<file path="config.mk">
export PLATFORM = sky130hd
export DESIGN_NAME = register_mode
export DESIGN_NICKNAME = d
export VERILOG_FILES = /design/src/rtl/register_mode.sv
export SDC_FILE = /design/constraint.sdc
export NUM_CORES = 1
export LEC_CHECK = 0
export CAP_MARGIN = 30
export CORE_UTILIZATION = 30
export CTS_BUF_LIST = sky130_fd_sc_hd__clkbuf_4 sky130_fd_sc_hd__clkbuf_8 sky130_fd_sc_hd__clkbuf_16
export CTS_CLUSTER_DIAMETER = 200
export CTS_CLUSTER_SIZE = 10
export DETAILED_ROUTE_END_ITERATION = 10
export GPL_TIMING_DRIVEN = 1
export MAX_ROUTING_LAYER = met4
export SETUP_SLACK_MARGIN = 0.5
export SYNTH_ARGS = -nofsm -noshare
export SYNTH_HDL_FRONTEND = slang
export SYNTH_SLANG_ARGS = --single-unit
</file>
<file path="constraint.sdc">
create_clock -name clk -period 4.4 [get_ports clk]
set_input_delay 0.66 -clock clk [delete_from_list [all_inputs] [get_ports clk]]
set_output_delay 0.66 -clock clk [all_outputs]
set_load 0.01 [all_outputs]
</file>
<file path="src/rtl/register_mode.sv">
// register_mode: parametrised accumulator-style working register.
// Single-cycle load/clear/inc/dec, and multi-cycle 1-bit-per-clock
// shift/rotate sequences that use a start/busy/done handshake.
// Carry holds the last carry/borrow/shifted-out bit.
// Zero is a combinational decode of out.
module register_mode #(
  parameter int               WIDTH       = 8,
  parameter logic [WIDTH-1:0] RESET_VALUE = WIDTH'(8'b00010101),
  localparam int              AW          = $clog2(WIDTH)
) (
  input  logic             clk,
  input  logic             rst,
  input  logic [WIDTH-1:0] data,
  input  logic [2:0]       op,
  input  logic             start,
  input  logic [AW-1:0]    amount,
  output logic [WIDTH-1:0] out,
  output logic             carry,
  output logic             zero,
  output logic             busy,
  output logic             done
);

  typedef enum logic [2:0] {
    OP_HOLD  = 3'b000,
    OP_LOAD  = 3'b001,
    OP_CLEAR = 3'b010,
    OP_INC   = 3'b011,
    OP_DEC   = 3'b100,
    OP_SHL   = 3'b101,
    OP_SHR   = 3'b110,
    OP_ROTR  = 3'b111
  } op_t;

  typedef enum logic {
    IDLE  = 1'b0,
    SHIFT = 1'b1
  } state_t;

  state_t           state_q, state_d;
  logic [WIDTH-1:0] out_q,   out_d;
  logic             carry_q, carry_d;
  logic             done_q,  done_d;
  logic [AW-1:0]    count_q, count_d;
  op_t              shop_q,  shop_d;

  // Next-state and datapath: accept a request in IDLE, or step a shift/rotate once per clock in SHIFT.
  always_comb begin
    // NOTE: every signal gets a default before the case, so no path leaves one unassigned and no latch is inferred.
    state_d = state_q;
    out_d   = out_q;
    carry_d = carry_q;
    done_d  = 1'b0;
    count_d = count_q;
    shop_d  = shop_q;

    case (state_q)
      IDLE: begin
        if (start) begin
          case (op_t'(op))
            OP_HOLD: begin
              done_d = 1'b1;
            end
            OP_LOAD: begin
              out_d   = data;
              carry_d = 1'b0;
              done_d  = 1'b1;
            end
            OP_CLEAR: begin
              out_d   = '0;
              carry_d = 1'b0;
              done_d  = 1'b1;
            end
            OP_INC: begin
              // The extra top bit of the sum is the wrap-around carry.
              {carry_d, out_d} = {1'b0, out_q} + (WIDTH+1)'(1);
              done_d = 1'b1;
            end
            OP_DEC: begin
              // The top bit becomes 1 only when 0 wraps to all-ones (borrow).
              {carry_d, out_d} = {1'b0, out_q} - (WIDTH+1)'(1);
              done_d = 1'b1;
            end
            OP_SHL, OP_SHR, OP_ROTR: begin
              if (amount == '0) begin
                carry_d = 1'b0;
                done_d  = 1'b1;
              end else begin
                shop_d  = op_t'(op);
                count_d = amount;
                state_d = SHIFT;
              end
            end
          endcase
        end
      end

      SHIFT: begin
        case (shop_q)
          OP_SHL: begin
            carry_d = out_q[WIDTH-1];
            out_d   = {out_q[WIDTH-2:0], 1'b0};
          end
          OP_SHR: begin
            carry_d = out_q[0];
            out_d   = {1'b0, out_q[WIDTH-1:1]};
          end
          default: begin
            carry_d = out_q[0];
            out_d   = {out_q[0], out_q[WIDTH-1:1]};
          end
        endcase
        count_d = count_q - AW'(1);
        if (count_q == AW'(1)) begin
          state_d = IDLE;
          done_d  = 1'b1;
        end
      end

      default: state_d = IDLE;
    endcase
  end

  // State register: asynchronous reset aborts any sequence and restores the reset value.
  always_ff @(posedge clk or posedge rst) begin
    if (rst) begin
      state_q <= IDLE;
      out_q   <= RESET_VALUE;
      carry_q <= 1'b0;
      done_q  <= 1'b0;
      count_q <= '0;
      shop_q  <= OP_SHL;
    end else begin
      // NOTE: non-blocking assignments make all flops update together from pre-edge values.
      state_q <= state_d;
      out_q   <= out_d;
      carry_q <= carry_d;
      done_q  <= done_d;
      count_q <= count_d;
      shop_q  <= shop_d;
    end
  end

  assign out   = out_q;
  assign carry = carry_q;
  assign done  = done_q;
  assign busy  = (state_q == SHIFT);
  assign zero  = (out_q == '0);

endmodule

</file>
# After elaboration in Yosys (flattened, before gate mapping)
# Cells that the tools add are included.
# Widths: inputs -> output; s select.
# word_totals
in_bits,17
memories,0
romBits,0
regBits,17
latch_bits,0
mem_bits_rw,0
elab_cells,60
# classes
n_addsub,3
multipliers,0
div_mod_pow,0
reduce_logical,10
n_mux,23
magnitude_cmp,0
eq_ne,16
n_bitwise,2
shift,0
# op_table
op,n
$pmux 8 s2,2
$pmux 8 s4,1
$eq 3x3->1 const B,6
$mux 1,10
$add 8x1->9 const B,1
$mux 3,3
$sub 8x1->9 const B,1
$logic_not 8->1,1
$mux 8,1
$pmux 1 s2,4
$eq 3x1->1 const B,2
$eq 3x2->1 const B,2
$logic_not 3->1,2
$pmux 3 s2,1
$reduce_and 3->1,2
$ne 5x1->1 const B,1
$ne 5x2->1 const B,1
$reduce_or 5->1,1
$ne 2x2->1 const B,2
$pmux 1 s4,1
$reduce_and 4->1,1
$ne 3x3->1 const B,1
$reduce_or 3->1,1
$sub 3x1->3 const B,1
other kinds (4),5

# Longest topological paths before layout
# depth
word_depth,5
depth_mapped,7
depth_no_buf,6

# Worst setup path after synthesis
# OpenSTA, ideal clock, no wires.
# synth_timing
kind,reg-to-reg
start,reg out_q[0] (netlist: out[0])
end,reg out_q[1] (netlist: out[1])
setup_slack_ps,2553
stages_incl_launch_ff,8
arrival_time_ps,1760
period_less_slack_ps,1847
required_time_ps,4313
setup_time_ps,87
path_buffers,1
path_cell_list,dfstp_2 > buf_6 > inv_1 > ha_1 > nor3b_1 > a211oi_1 > a311o_1 > a22oi_1
# synth_between
elab_chain_cells,4
# synth_rtl
item,line,rtl
"start, declared",41,"logic [WIDTH-1:0] out_q, out_d;"
"start signal, assigned",136,out_q <= out_d;
$sub 8x1->9 or $add 8x1->9 (tied branches),"81, 76",
$pmux 8 s4,60,case (op_t'(op))
$mux 8,59,if (start) begin
$pmux 8 s2 (*),57,case (state_q)
# Every way passes the cells marked *; elsewhere a longest branch is shown, timed or not. The select of a mux whose other input is x is not followed.
# A chain may end at the register's enable or synchronous reset.

# Worst setup path in the final report
# layout_timing
start,in op[1]
end,reg count_q[2]
# layout_between
elab_chain_cells,4
# layout_rtl
item,line,rtl
"start, declared",14,"input logic [2:0] op,"
$eq 3x3->1,60,
$reduce_or 3->1 (*),60,
$ne 2x1->1 (no line) (*),-,
$reduce_and 3->1 (no line) (*),-,
"end signal, assigned",139,count_q <= count_d;
"end, declared",44,"logic [AW-1:0] count_q, count_d;"
# Every way passes the cells marked *; elsewhere a longest branch is shown, timed or not.

==> load_flow_metrics.sql <==
INSERT INTO impl_metrics (metric_group, metric, value, unit) VALUES
('run_status', 'run_status', 'finished clean', ''),
('placement', 'gp_routability_congestion', '0.8416', ''),
('timing', 'finalWorstPathRequiredPeriod', '2584', 'ps'),
('floorplan', 'floorplan.die_area', '0.005399', 'sq mm'),
('layout', 'antenna_cells_inserted', '0', ''),
('floorplan', 'die_span_in_y', '73.48', 'microns'),
('clocking', 'clockRootBuffer', 'clkbuf_8', ''),
('clocking', 'cts_resized', '0', ''),
('routing', 'postRouteWirelength', '4.138', 'mm'),
('clocking', 'tritoncts_num_sinks', '17', ''),
('setup_path', 'cp-end-kind', 'register', ''),
('floorplan', 'fp-row-count', '25', ''),
('yosys', 'synth_edf_count', '0', ''),
('job', 'max-cap-violations', '0', ''),
('setup_path', 'rrSetupSlack', '2340', 'ps'),
('setup_path', 'critical_path_required', '4550', 'ps'),
('global_routing', 'grt.overflow.total', '0', ''),
('yosys', 'synthArstFlopShare', '1.000', ''),
('clocking', 'clkTransAtPathRegs', '80', 'ps'),
('clocking', 'number_of_setup_buffers_added_after_cts', '0', ''),
('floorplan', 'design.core.area', '0.004817', 'sq mm'),
('timing', 'finalMaxSlewViolations', '0', ''),
('floorplan', 'top_level_ports', '29', ''),
('global_routing', 'global_route_wire_length_before_repair', '7.072', 'mm'),
('yosys', 'synth_sequential_area_ratio', '0.2816', ''),
('layout', 'flow.area_growth_from_synthesis', '22.61', '%'),
('yosys', 'number_of_instances_in_the_synthesized_netlist', '182', ''),
('timing', 'rsz0062_at_grt', 'no', ''),
('clocking', 'cts_buffers', '3', ''),
('layout', 'drive_above_1_share', '0.1100', ''),
('clocking', 'cts_tree', 'done', ''),
('routing', 'final_antenna_net_count', '0', ''),
('setup_path', 'setup.worst_path.start_class', 'primary input', ''),
('timing', 'finClkSkew', '5.808', 'ps'),
('yosys', 'ys.flop_type', 'dfrtp_1', ''),
('timing', 'setup_viol_count_final', '0', ''),
('timing', 'worst_max_slew_pin_slew', '781.5', 'ps'),
('floorplan', 'initial_core_util', '0.3182', ''),
('pwr', 'power_density', '604.5', 'mW/mm^2'),
('setup_path', 'path_max_fanout', '16', ''),
('yosys', 'synth_seq_cells', '17', ''),
('clocking', 'cts_buffer_depth', '2', ''),
('routing', 'dr.pass1.iters', '4', ''),
('global_routing', 'grt_antenna_before_repair', '0', ''),
('routing', 'drt_drc_violations_left', '0', ''),
('yosys', 'yosysWarningCount', '0', ''),
('floorplan', 'die-width', '73.48', 'microns'),
('pwr', 'max-vdd-ir-drop', '0.0002903', 'V'),
('layout', 'design.final.nets', '223', ''),
('routing', 'via_per_inst', '5.554', ''),
('setup_path', 'cp_data_arrival_time', '2730', 'ps'),
('timing', 'achievable_clock_frequency', '387.0', 'MHz'),
('yosys', 'distinct_cells_synth', '51', ''),
('global_routing', 'global_route.usage.total', '0.1769', ''),
('clocking', 'insertion_delay', '260', 'ps'),
('timing', 'setup_total_negative_slack', '0', 'ps'),
('routing', 'route.vias.total', '1483', ''),
('layout', 'layoutNonFillerInstCount', '267', ''),
('timing', 'post-route-period-util', '0.5872', ''),
('yosys', 'syn-mean-instance-area', '8.422', 'sq um'),
('yosys', 'synth_area', '0.001533', 'sq mm'),
('placement', 'numPlacedInstances', '263', ''),
('placement', 'port-buffer-count', '28', ''),
('clocking', 'ctsHoldBuffers', '0', ''),
('timing', 'worst_slew_margin_rel', '0.4790', ''),
('setup_path', 'criticalPathCategory', 'in2reg', ''),
('global_routing', 'grt_pass1_vias', '1388', ''),
('hold_path', 'worst_hold_class', 'reg2reg', ''),
('clocking', 'htree_num_levels', '1', ''),
('timing', 'finalHoldViolCount', '0', ''),
('routing', 'initialDrtViolationCount', '122', ''),
('yosys', 'net_count_of_the_mapped_netlist', '204', ''),
('routing', 'detail_route.wl_per_cell', '15.50', 'microns'),
('pwr', 'static_leakage', '0.7224', 'nW'),
('placement', 'post-dp-hpwl', '3.006', 'mm'),
('global_routing', 'grt_start_max_net_pins', '25', '');
==> layer usage <==
metal	part of all wire	global-route usage	vias up
li1	-	-	733
met1	0.47	0.2464	713
met2	0.48	0.2712	33
met3	0.036	0.02606	4
met4	0.011	0.03846	0
met5	0	-	-
==> worst max-delay path: stages <==
cell and delay (ps):
clkdlybuf4s50_1 780, o21a_1 250, nand2_1 80, nor3b_1 550
mux2_2 400
==> sequential cells by signal, indices dropped and copies added, names as in the netlist <==
register,flops
busy,1
carry,1
count_q,3
done,1
out,8
shop_q,3
==> layout by cell type, fill, tap and decap left out, types with 3 or more instances in the layout <==
master           instances
clkdlybuf4s50_1         28
a21oi_1                 17
dfrtp_1                 12
nand2_1                  8
nand3_1                  8
inv_1                    8
and3_1                   8
nor2_1                   7
mux2_2                   6
o21ai_0                  6
nor3_1                   6
nor3b_1                  5
a211oi_1                 5
nor2b_1                  5
ha_1                     5
dfstp_2                  5
o221ai_1                 4
mux2i_1                  4
or3_1                    3
nand3b_1                 3
a22oi_1                  3
xnor2_1                  3
nor4_1                   3
clkbuf_8                 3
==> synth_stat cells (all sizes together) (6+ instances only) <==
library cell,instances,area share
a21oi,17,0.056
and3,8,0.033
buf,6,0.024
clkbuf,8,0.020
dfrtp,12,0.20
inv,8,0.020
mux2,6,0.044
nand2,8,0.020
nand3,8,0.026
nor2,7,0.017
nor3,6,0.020
o21ai,7,0.023
==> cell families after synthesis <==
| group | Yosys count | share of synthesized area |
|---|---|---|
| fa+ha+maj | 5 | 0.04082 |
| flops | 17 | 0.2816 |
| compound gates | 57 | 0.2645 |
| buf+inv | 23 | 0.06530 |
| xor+xnor | 3 | 0.01715 |
| mux | 10 | 0.07020 |
| simple gates | 67 | 0.2604 |
==> power breakdown <==
| group | internal [mW] | switching, mW | leakage, nW |
|---|---|---|---|
| clock network | 0.0638 | 0.0611 | 0.0217 |
| logic | 0.322 | 0.265 | 0.504 |
| registers | 0.246 | 0.179 | 0.197 |
==> through the flow <==
stage                     setup WS (ps)  hold WS, ps  cell area, sq um    util  total power [mW]
final                              1816        510.6              1879  0.3901             1.136
after global routing               1612        541.7              1879  0.3901             1.241
after CTS                          1788        518.0              1879  0.3901             1.144
after detailed placement           1503        506.4              1831  0.3800             1.015
after global placement             1551        494.4              1831  0.3800             1.011
after floorplan                    2553        474.9              1533       -            0.8110
==> area by class of cell <==
cell class                      instances  area [sq um]
Fill cell                             505          2938
Inverter                                9         33.78
Clock buffer                            3         41.29
Multi-Input combinational cell        142          1001
Tap cell                               67         83.83
Timing Repair Buffer                   28         280.3
Sequential cell                        17         431.7
Clock inverter                          1         7.507
==> path summary, 6_finish.rpt <==
| kind | from | end | cells after the start |
|---|---|---|---|
| min in group asynchronous | rst | carry$_DFFE_PP0P_ | 2 |
| max reg2reg | out[0]$_DFFE_PP1P_ | out[1]$_DFFE_PP0P_ | 6 |
| max | op[1] | count_q[2]$_DFFE_PP0P_ | 5 |
| min reg2reg | count_q[0]$_DFFE_PP0P_ | count_q[0]$_DFFE_PP0P_ | 1 |
| min | count_q[0]$_DFFE_PP0P_ | count_q[0]$_DFFE_PP0P_ | 1 |
| max in group asynchronous | rst | out[6]$_DFFE_PP0P_ | 2 |
Power figures use the tool's default switching activity.
